[src/rtl/light_playback_sequencer_if.sv]
// Signal bundle between the tail-light playback sequencer, its pattern ROM,
// the divider tick source and the manual-state decoder.
interface light_playback_sequencer_if #(
    parameter int ADDR_W  = 3,
    parameter int STATE_W = 4
);
    // tick is a one-clk pulse, sampled only at rising edges. The ROM has no valid
    // strobe: rom_q is trusted exactly ROM_LAT clks after rom_addr changes.
    logic               tick;
    logic               playback;
    logic               loop_en;
    logic               pause;
    logic [ADDR_W-1:0]  last_addr;
    logic [STATE_W-1:0] manual_state;
    logic [STATE_W-1:0] rom_q;
    logic [ADDR_W-1:0]  rom_addr;
    logic [STATE_W-1:0] state_out;
    logic               busy;
    logic               done;
    logic [1:0]         dbg_state;

    modport master (
        output tick, playback, loop_en, pause, last_addr, manual_state, rom_q,
        input  rom_addr, state_out, busy, done, dbg_state
    );

    modport slave (
        input  tick, playback, loop_en, pause, last_addr, manual_state, rom_q,
        output rom_addr, state_out, busy, done, dbg_state
    );
endinterface

[src/rtl/light_playback_sequencer.sv]
// Plays tail-light states out of an 8-entry pattern ROM, each held for DWELL
// divider ticks, and muxes that playback against the manual light state.
module light_playback_sequencer #(
    parameter int ADDR_W  = 3,
    parameter int STATE_W = 4,
    parameter int DWELL   = 4,
    parameter int ROM_LAT = 1
) (
    input  logic clk,
    input  logic rst,
    light_playback_sequencer_if.slave io
);
    typedef enum logic [1:0] {
        IDLE  = 2'd0,
        FETCH = 2'd1,
        SHOW  = 2'd2,
        DONE  = 2'd3
    } state_t;

    localparam int DW_W  = $clog2(DWELL + 1);
    localparam int LAT_W = $clog2(ROM_LAT + 1);
    localparam logic [DW_W-1:0]  DWELL_LAST = DW_W'(DWELL - 1);
    localparam logic [LAT_W-1:0] LAT_LAST   = LAT_W'(ROM_LAT - 1);

    state_t             state_q, state_d;
    logic [ADDR_W-1:0]  addr_q, addr_d;
    logic [STATE_W-1:0] out_q, out_d;
    logic [DW_W-1:0]    dwell_q, dwell_d;
    logic [LAT_W-1:0]   lat_q, lat_d;
    logic               busy_q, done_q;

    always_ff @(posedge clk) begin
        if (!rst) begin
            state_q <= IDLE;
            addr_q  <= '0;
            out_q   <= '0;
            dwell_q <= '0;
            lat_q   <= '0;
            busy_q  <= 1'b0;
            done_q  <= 1'b0;
        end else begin
            state_q <= state_d;
            addr_q  <= addr_d;
            out_q   <= out_d;
            dwell_q <= dwell_d;
            lat_q   <= lat_d;
            busy_q  <= (state_d == FETCH) || (state_d == SHOW);
            done_q  <= (state_d == DONE);
        end
    end

    always_comb begin
        state_d = state_q;
        addr_d  = addr_q;
        out_d   = out_q;
        dwell_d = dwell_q;
        lat_d   = lat_q;

        // Dropping playback outranks everything else, including a coincident tick.
        if (state_q != IDLE && !io.playback) begin
            state_d = IDLE;
            addr_d  = '0;
            out_d   = io.manual_state;
            dwell_d = '0;
            lat_d   = '0;
        end else begin
            case (state_q)
                IDLE: begin
                    out_d = io.manual_state;
                    if (io.playback) begin
                        state_d = FETCH;
                        addr_d  = '0;
                        lat_d   = '0;
                    end
                end
                FETCH: begin
                    if (lat_q == LAT_LAST) begin
                        state_d = SHOW;
                        out_d   = io.rom_q;
                        dwell_d = '0;
                        lat_d   = '0;
                    end else begin
                        lat_d = lat_q + LAT_W'(1);
                    end
                end
                SHOW: begin
                    if (io.tick && !io.pause) begin
                        if (dwell_q == DWELL_LAST) begin
                            dwell_d = '0;
                            lat_d   = '0;
                            if (addr_q != io.last_addr) begin
                                addr_d  = addr_q + ADDR_W'(1);
                                state_d = FETCH;
                            end else if (io.loop_en) begin
                                addr_d  = '0;
                                state_d = FETCH;
                            end else begin
                                state_d = DONE;
                            end
                        end else begin
                            dwell_d = dwell_q + DW_W'(1);
                        end
                    end
                end
                DONE: begin
                    state_d = DONE;
                end
                default: begin
                    state_d = IDLE;
                end
            endcase
        end
    end

    assign io.rom_addr  = addr_q;
    assign io.state_out = out_q;
    assign io.busy      = busy_q;
    assign io.done      = done_q;
    assign io.dbg_state = state_q;
endmodule

[src/flat_wrapper.sv]
// flat-port wrapper written by rule: the top's interface ports become plain ports
module light_playback_sequencer_flat 
#(
    parameter int ADDR_W  = 3,
    parameter int STATE_W = 4,
    parameter int DWELL   = 4,
    parameter int ROM_LAT = 1
)
  (clk, rst, io_tick, io_playback, io_loop_en, io_pause, io_last_addr, io_manual_state, io_rom_q, io_rom_addr, io_state_out, io_busy, io_done, io_dbg_state);
  light_playback_sequencer_if #(.ADDR_W(ADDR_W), .STATE_W(STATE_W)) io_i ();
  input  logic clk;
  input  logic rst;
  input wire logic [$bits(io_i.tick)-1:0] io_tick;
  input wire logic [$bits(io_i.playback)-1:0] io_playback;
  input wire logic [$bits(io_i.loop_en)-1:0] io_loop_en;
  input wire logic [$bits(io_i.pause)-1:0] io_pause;
  input wire logic [$bits(io_i.last_addr)-1:0] io_last_addr;
  input wire logic [$bits(io_i.manual_state)-1:0] io_manual_state;
  input wire logic [$bits(io_i.rom_q)-1:0] io_rom_q;
  output wire logic [$bits(io_i.rom_addr)-1:0] io_rom_addr;
  output wire logic [$bits(io_i.state_out)-1:0] io_state_out;
  output wire logic [$bits(io_i.busy)-1:0] io_busy;
  output wire logic [$bits(io_i.done)-1:0] io_done;
  output wire logic [$bits(io_i.dbg_state)-1:0] io_dbg_state;
  assign io_i.tick = io_tick;
  assign io_i.playback = io_playback;
  assign io_i.loop_en = io_loop_en;
  assign io_i.pause = io_pause;
  assign io_i.last_addr = io_last_addr;
  assign io_i.manual_state = io_manual_state;
  assign io_i.rom_q = io_rom_q;
  assign io_rom_addr = io_i.rom_addr;
  assign io_state_out = io_i.state_out;
  assign io_busy = io_i.busy;
  assign io_done = io_i.done;
  assign io_dbg_state = io_i.dbg_state;
  light_playback_sequencer #(.ADDR_W(ADDR_W), .STATE_W(STATE_W), .DWELL(DWELL), .ROM_LAT(ROM_LAT)) u_core (.clk(clk), .rst(rst), .io(io_i));
endmodule
[config.mk]
export PLATFORM = sky130hd
export DESIGN_NAME = light_playback_sequencer_flat
export DESIGN_NICKNAME = d
export VERILOG_FILES = /design/src/rtl/light_playback_sequencer_if.sv /design/src/rtl/light_playback_sequencer.sv /design/src/flat_wrapper.sv
export SDC_FILE = /design/constraint.sdc
export NUM_CORES = 1
export LEC_CHECK = 0
export BUFFER_PORTS_ARGS = -buffer_cell sky130_fd_sc_hd__buf_2
export CAP_MARGIN = 20
export CORE_MARGIN = 8
export CORE_UTILIZATION = 50
export CTS_CLUSTER_SIZE = 20
export DETAILED_ROUTE_END_ITERATION = 12
export PLACE_DENSITY = 0.77
export SYNTH_ARGS = -nofsm -noshare
export SYNTH_HDL_FRONTEND = slang
export SYNTH_SLANG_ARGS = --single-unit
export TNS_END_PERCENT = 5
[constraint.sdc]
create_clock -name clk -period 4.17 [get_ports clk]
set_clock_uncertainty 0.1 [all_clocks]
set_input_delay 0.417 -clock clk [delete_from_list [all_inputs] [get_ports clk]]
set_output_delay 0.417 -clock clk [all_outputs]
set_load 0.02 [all_outputs]
After elaboration in Yosys (flattened, before gate mapping)
Cells that the tools add are included.

$add $sub $neg: 3. $mul: 0. Div/mod/pow operators: 0. Order comparisons: 0. Equality and inequality tests: 14. Shift operators: 0. Mux-type cells: 26. Bitwise operators: 1. Reductions and logical operators: 16.

Operator list (number): $mux W3 (8); $mux W2 (7); $pmux W3 S2 (2); $eq A2 B2 Y1 const B (4); $mux W4 (2); $pmux W2 S4 (1); $pmux W4 S2 (1); $add A3 B1 Y3 const B (2); $reduce_bool A2 Y1 (3); $reduce_bool A3 Y1 (2); $reduce_and A5 Y1 (1); $eq A2 B1 Y1 const B (2); $mux W1 (4); $ne A2 B1 Y1 const B (2); $ne A2 B2 Y1 const B (2); $reduce_and A4 Y1 (1); $eq A3 B2 Y1 const B (1); $ne A3 B2 Y1 const B (1); $ne A3 B3 Y1 (1); $ne A3 B3 Y1 const B (1); $pmux W1 S3 (1); $reduce_and A3 Y1 (1); $logic_and A1 B1 Y1 (2); $logic_not A1 Y1 (2); 6 further kinds (6).

Bits in registers: 15. Latch bits: 0. Bits in writable memories: 0. ROM bits: 0. Bits of input ports: 17. Output and inout port bits: 11. Word-level logic and storage cells: 67. Memories kept: 0.

Logic depth before layout (Yosys ltp)
Gate-level depths: netlist of run 1.

Word-level depth: 8. Gate-level depth with buffers: 6. Gate-level depth less buffers: 6.

Worst setup path before layout of run 1
OpenSTA, ideal clock, no wires.

Path type: register to register. From: register u_core.addr_q[1] (netlist: u_core.io.rom_addr[1]). To: register u_core.busy_q (netlist: u_core.io.busy). Library setup time: 115 ps. Data arrival time: 1671 ps. Data required time: 3955 ps. Setup slack: 2284 ps. Cell stages (with the launch flop): 6. Path buffers: 0. Clock period less this slack: 1886 ps. Cells stage by stage: dfxtp_1 xor2_1 or4_4 a21oi_1 ha_1 and2_1.

Longest elaborated chain between the ends: 8. Elaborated cells on any way between the ends: 9. Classes of those cells: eq/ne: 3; mux: 5; reduce/logical: 1.

Ends and longest elaborated chain: start: declaration (RTL line light_playback_sequencer.sv:26) `logic [ADDR_W-1:0] addr_q, addr_d;`; start signal: assignment (RTL line light_playback_sequencer.sv:43) `addr_q <= addr_d;`; $ne A3 B3 Y1 * (RTL line light_playback_sequencer.sv:91) `if (addr_q != io.last_addr) begin`; $mux W2 * (RTL line light_playback_sequencer.sv:91); $mux W2 * (RTL line light_playback_sequencer.sv:88) `if (dwell_q == DWELL_LAST) begin`; $mux W2 * (RTL line light_playback_sequencer.sv:87) `if (io.tick && !io.pause) begin`; $pmux W2 S4 * (RTL line light_playback_sequencer.sv:67) `case (state_q)`; $mux W2 * (RTL line light_playback_sequencer.sv:60) `if (state_q != IDLE && !io.playback) begin`; via u_core.state_d[1] (RTL line light_playback_sequencer.sv:25) `state_t state_q, state_d;`; $eq A2 B1 Y1 / $eq A2 B2 Y1 (equally long branches) (RTL line light_playback_sequencer.sv:47) `busy_q <= (state_d == FETCH) || (state_d == SHOW);`; $logic_or A1 B1 Y1 * (RTL line light_playback_sequencer.sv:47); end signal: assignment (RTL line light_playback_sequencer.sv:47); end: declaration (RTL line light_playback_sequencer.sv:30) `logic busy_q, done_q;`.

Mark *: on every way through the listed nets, which the timed path passes. The rest lies on a longest branch. A chain may end at the register's enable or synchronous reset.

Worst setup path after layout of run 1
From: register u_core.dwell_q[0]. To: register u_core.busy_q (netlist: u_core.io.busy).

Longest elaborated chain between the ends: 7. Elaborated cells on any way between the ends: 8. Classes of those cells: eq/ne: 3; mux: 4; reduce/logical: 1.

Ends and longest elaborated chain: start: declaration (RTL line light_playback_sequencer.sv:28) `logic [DW_W-1:0] dwell_q, dwell_d;`; start signal: assignment (RTL line light_playback_sequencer.sv:45) `dwell_q <= dwell_d;`; $eq A3 B2 Y1 * (RTL line light_playback_sequencer.sv:88); $mux W2 * (RTL line light_playback_sequencer.sv:88); $mux W2 * (RTL line light_playback_sequencer.sv:87); $pmux W2 S4 * (RTL line light_playback_sequencer.sv:67); $mux W2 * (RTL line light_playback_sequencer.sv:60); via u_core.state_d[0] (RTL line light_playback_sequencer.sv:25); $eq A2 B1 Y1 / $eq A2 B2 Y1 (equally long branches) (RTL line light_playback_sequencer.sv:47); $logic_or A1 B1 Y1 * (RTL line light_playback_sequencer.sv:47).

Marked as above.

==> flow_summary.json, run 1 <==
{
  "outcome": "finished, final reports clean",
  "p_leak_nw": 0.4528,
  "synth_top_family_by_area": "simple AND/OR/NAND/NOR gates",
  "vdd_drop_max_mv": 0.1910,
  "synth-simple-area-share_pct": 28.28,
  "postCtsSetupRepairBufs": 0,
  "synth_cell_types": 28,
  "yosys.area_share.adder_pct": 5.111,
  "p_sw_mw": 0.07252,
  "intPower_mw": 0.1916,
  "synthTopCellsByArea": "dfxtp_1 38%, ha_1 5.1%, a311oi_1 4.8%",
  "clock_path_buffers": 2,
  "yosysTopAreaCell": "dfxtp_1",
  "synth_mux_area_share_pct": 1.363,
  "holdCritPathClass": "in2reg",
  "pwr-share-comb_pct": 17.1,
  "max_slew_margin_pct": 57.77,
  "fmax_mhz": 485.4,
  "path_class": "reg2reg",
  "grt_overflow": 0,
  "avgSynthCellArea_um2": 8.957,
  "grt_busiest_layer": "met2",
  "p_per_area_nw_per_um2": 292.0,
  "grt_antenna_before_repair": 0,
  "r2r_cells": 6,
  "tightestPinTransition_ns": 0.6249,
  "portBuffers": 27,
  "grt_setup_unrepaired": "false",
  "crit_cells": 6,
  "synth_compound_area_share_pct": 20.27,
  "fin_ws_ns": 2.110,
  "drc_errors": 0,
  "grt_usage_pct": 12.43,
  "drv_slew": 0,
  "initial_core_util_pct": 51.13,
  "async_reset_ff_share_pct": 0,
  "ys_seq_area_share_pct": 38.16,
  "p_sw_share_pct": 27.46,
  "cp_num_buf_inv": 0,
  "tns_ns": 0,
  "cts_tree": "yes",
  "hold_depth": 3,
  "use_met1_pct": 13.20,
  "met3_usage_pct": 2.717,
  "synth-edff-count": 0,
  "cts_sinks": 14,
  "final_nets": 132,
  "die_area_um2": 2951,
  "ant_nets": 0,
  "synth_warnings": 0,
  "rows": 14,
  "dp_slack_ns": 2.110,
  "die_w_um": 54.33,
  "area_delta_synth_final_pct": 23.17,
  "syn-instance-count": 82,
  "gp_congestion": 0.7895,
  "drtIter0Drc": 9,
  "grt_max_degree": 14,
  "crit_path_end_kind": "flop",
  "worst_path_most_repeated_cell": "ha_1",
  "numCtsBuffers": 3,
  "grt_use_met2_pct": 21.76,
  "period_share_pct": 49.40,
  "synth.top_cell.area_share_pct": 38.16,
  "cpPeakStageDelay_ns": 0.46,
  "worstPathRequired_ns": 4.25,
  "grt_pass1_vias": 653,
  "ios": 28,
  "core_area_um2": 1436,
  "crit_start": "u_core.dwell_q[0]",
  "min_from": "io_manual_state[0]",
  "dp_hpwl_um": 1381,
  "cts-root-buf": "clkbuf_4",
  "netlist_area_um2": 734.5,
  "grt_first_pass_wirelength_um": 2760,
  "worstReg2RegStart": "u_core.dwell_q[0]",
  "power_frac_clock_pct": 29.2,
  "wl_per_cell_um": 14.00,
  "arrival_ns": 2.14,
  "min_period_ns": 2.060,
  "antenna_cells": 0,
  "crit_family": "simple AND/OR/NAND/NOR gates",
  "finalWirelength_um": 1764,
  "hold_violations": 0,
  "path_clk_slew_ns": 0.09,
  "drive_gt1_share_pct": 31.82,
  "worstSkewPairLatency_ns": 0.29,
  "total_power_mw": 0.2641,
  "dr.pass1.iters": 5,
  "critical_path.max_fanout": 3,
  "setup-violations-final": 0,
  "syn_nets": 102,
  "final_cell_area_um2": 904.6,
  "synth-xor-area-share_pct": 4.770,
  "ctsHtreeMaxLevel": 1,
  "postCtsHoldBufs": 0,
  "die_h_um": 54.33,
  "vias": 702,
  "ys_seq_elements": 14,
  "cp-start-kind": "flop",
  "ys.flop_type": "dfxtp_1",
  "ctsResizeCount": 0,
  "drv_cap": 0,
  "crit_chain": "ha_1 -> nor4bb_1 -> nor2b_1 -> o21a_1 -> ha_1 -> and2_1",
  "fin_util_pct": 62.98,
  "vias_per_cell": 5.571,
  "p_seq_share_pct": 53.6,
  "dpl_cell_area_um2": 882.1,
  "slowest_stage": "nor4bb_1"
}
==> flip-flops by register name, summed over array words and instances (netlist names) <==
| register | flops |
|---|---|
| u_core.io.busy | 1 |
| u_core.io.dbg_state | 2 |
| u_core.io.state_out | 4 |
| u_core.dwell_q | 3 |
| u_core.io.rom_addr | 3 |
| u_core.io.done | 1 |
==> synth_stat cells (all sizes together), types with 3 or more instances <==
master  instances
xor2            3
a21oi           3
nand3           4
ha              3
and2            5
a311oi          5
nor2            9
nor2b           5
dfxtp          14
nand2           8
==> worst min-delay path, stage by stage <==
cell and delay [ns]:
buf_2 0.09, nand2_1 0.05, a311oi_1 0.08
==> logic make-up after synthesis <==
family	Yosys count
AND/OR/NAND/NOR	38
AO/OA/AOI/OAI	18
flip-flops	14
XOR/XNOR	4
buffers and inverters	4
adder cells (fa/ha/maj)	3
multiplexers	1
==> placed cells by master (no fill, tap or decap), types with 2 or more instances in the layout <==
cell and instances:
inv_1 2, clkbuf_4 3, nor2_1 9, and2_1 5, dfxtp_1 14, a21oi_1 3
xor2_1 3, nand3_1 4, nor4bb_1 2, nor3b_1 2, ha_1 3, buf_2 27
a311oi_1 4, nor2b_1 5, o21a_1 2, o21ai_0 2, nand2_1 8
==> area by class of cell <==
type / instances / area (um2)
inverters: 2 / 7.507
multi-input cells: 64 / 439.2
flip-flops and latches: 14 / 280.3
fillers: 140 / 531.8
well taps: 16 / 20.02
clock buffers: 3 / 22.52
repair buffers: 27 / 135.1
==> per-layer routing <==
layer	vias to the layer above	share of wire (%)
met5	-	0
met1	320	42
met3	5	9.2
met2	21	46
li1	356	-
met4	0	2.2
==> worst paths after layout <==
check	slack, ns	endpoint
max	2.11	u_core.io.busy
min	0.30	u_core.io.state_out[0]
max reg2reg	2.11	u_core.io.busy
min reg2reg	0.39	u_core.dwell_q[2]
==> metrics by stage <==
step | hold slack [ns] | instances
finish | 0.2960 | 126
global route | 0.3134 | 126
CTS | 0.3093 | 126
detailed placement | 0.3824 | 123
global placement | 0.3778 | 123
floorplan | 0.3579 | 82
==> power groups by stage <==
stage	combinational, mW	clock [mW]	sequential [mW]
after floorplan	0.0212	0	0.151
after global placement	0.0441	0	0.145
after detailed placement	0.0452	0	0.145
after CTS	0.0454	0.0766	0.142
after global routing	0.0495	0.0823	0.143
final	0.0453	0.0772	0.142
No activity file was read; power rests on OpenSTA's default activity.
==> run 2: changes to the inputs <==
--- a/config.mk
+++ b/config.mk
@@ -8,10 +8,10 @@
 export BUFFER_PORTS_ARGS = -buffer_cell sky130_fd_sc_hd__buf_2
 export CAP_MARGIN = 20
 export CORE_MARGIN = 8
-export CORE_UTILIZATION = 50
+export CORE_UTILIZATION = 46
 export CTS_CLUSTER_SIZE = 20
 export DETAILED_ROUTE_END_ITERATION = 12
-export PLACE_DENSITY = 0.77
+export PLACE_DENSITY = 0.72
 export SYNTH_ARGS = -nofsm -noshare
 export SYNTH_HDL_FRONTEND = slang
 export SYNTH_SLANG_ARGS = --single-unit
==> constraint.sdc (replaced) <==
create_clock -name clk -period 2.05 [get_ports clk]
set_clock_uncertainty 0.1 [all_clocks]
set_input_delay 0.205 -clock clk [delete_from_list [all_inputs] [get_ports clk]]
set_output_delay 0.205 -clock clk [all_outputs]
set_load 0.02 [all_outputs]
==> run 2 against run 1 <==
Worst setup slack got worse by 1.9 ns. Sequential share of layout area decreased by 0.51 points. Global-route usage decreased by 1.1 points. Fmax increased by 9.8%. Power increased by 100%. Count of clock-buffer cells in the layout unchanged. Register-to-register slack got worse by 1.9 ns. Design area increased by 1.7%. Critical path depth decreased by 1. Cell count increased by 1.6%. First-iteration DRC count decreased by 44%.
==> flow_summary.json, run 2 (synthesized netlist as in run 1, its figures left out) <==
{
  "p_per_area_nw_per_um2": 573.4,
  "vdd_drop_max_mv": 0.4337,
  "max_slew_margin_pct": 60.51,
  "fin_util_pct": 61.05,
  "rows": 14,
  "ctsHtreeMaxLevel": 1,
  "finalWirelength_um": 1671,
  "postCtsHoldBufs": 0,
  "period_share_pct": 91.55,
  "grt_overflow": 0,
  "hold_slack_ns": 0.09263,
  "layout.cells.non_filler": 128,
  "initial_core_util_pct": 48.75,
  "crit_path_end_kind": "flop",
  "path_clk_slew_ns": 0.08,
  "final_common_cell": "buf_2",
  "grt_setup_unrepaired": "false",
  "min_period_ns": 1.877,
  "area_delta_synth_final_pct": 25.21,
  "die_area_um2": 3131,
  "outcome": "finished, final reports clean",
  "final_cell_mix": "27 x buf_2, 14 x dfxtp_1, 9 x nor2_1, 8 x nand2_1",
  "grt_max_degree": 14,
  "cp-start-kind": "flop",
  "cts_tree": "yes",
  "postCtsSetupRepairBufs": 0,
  "largest_reg_flops": 4,
  "worstSkewPairLatency_ns": 0.27,
  "vias_per_cell": 5.406,
  "drc_errors": 0,
  "die_h_um": 55.96,
  "fmax_mhz": 532.8,
  "arrival_ns": 1.95,
  "grt_pass1_vias": 710,
  "ant_nets": 0,
  "worstReg2RegStart": "u_core.io.rom_addr[1]",
  "drtIter0Drc": 5,
  "grt_antenna_before_repair": 0,
  "tightestPinTransition_ns": 0.5843,
  "cts-root-buf": "clkbuf_4",
  "antenna_cells": 0,
  "drv_cap": 0,
  "ios": 28,
  "wl_per_cell_um": 13.05,
  "crit_start": "u_core.io.rom_addr[1]",
  "die_w_um": 55.96,
  "vias": 692,
  "grt_first_pass_wirelength_um": 3022,
  "gp_congestion": 0.7646,
  "p_leak_nw": 0.4635,
  "drive_gt1_share_pct": 33.04,
  "hold_violations": 0,
  "core_area_um2": 1506,
  "path_class": "reg2reg",
  "grt_usage_pct": 11.28,
  "cts_sinks": 14,
  "numCtsBuffers": 3,
  "clock_path_buffers": 2,
  "nFillCells": 154,
  "worstPathRequired_ns": 2.12,
  "tns_ns": 0,
  "holdCritPathClass": "in2reg",
  "critical_path.max_fanout": 4,
  "dp_slack_ns": 0.1918,
  "min_from": "io_manual_state[3]",
  "dr.pass1.iters": 2,
  "setup-violations-final": 0,
  "fin_ws_ns": 0.1733,
  "portBuffers": 27,
  "drv_slew": 0,
  "dp_cells": 125,
  "dp_hpwl_um": 1376,
  "final_nets": 134,
  "ctsResizeCount": 0
}
[run 2: final timing paths]
path | endpoint | slack, ns | cells after the start
max reg2reg | u_core.io.busy | 0.17 | 5
max | u_core.io.busy | 0.17 | 5
min | u_core.io.state_out[3] | 0.09 | 3
min reg2reg | u_core.dwell_q[2] | 0.38 | 1
[run 2: layer usage]
layer | share of wire, % | track usage [%]
met1 | 42 | 11.80
met2 | 48 | 19.71
met3 | 8.5 | 4.566
met4 | 1.0 | 4.124
met5 | 0 | 0
[run 2: report_power, final]
group / internal [mW] / total (mW) / switching [mW]
Combinational: 0.0406 / 0.0918 / 0.0512
Sequential: 0.282 / 0.288 / 0.00622
Clock: 0.0680 / 0.147 / 0.0793
[run 2: cell type report]
cell class              count  area [um2]  share of cell area, %
multi-input cells          64       439.2                  47.76
repair buffers             29       150.1                  16.33
flip-flops and latches     14       280.3                  30.48
well taps                  16       20.02                  2.177
inverters                   2       7.507                 0.8163
clock buffers               3       22.52                  2.449
[run 2: worst max-delay path: stages (launching register included)]
cell and delay (ns):
dfxtp_1 0.35, xor2_1 0.18, or4_4 0.54, a21oi_1 0.20
ha_1 0.25, and2_1 0.15
[run 2: stage by stage]
step | area (um2) | power [mW]
floorplan | 734.5 | 0.3499
global placement | 897.1 | 0.3867
detailed placement | 897.1 | 0.3873
CTS | 919.6 | 0.5363
global route | 919.6 | 0.5567
finish | 919.6 | 0.5273
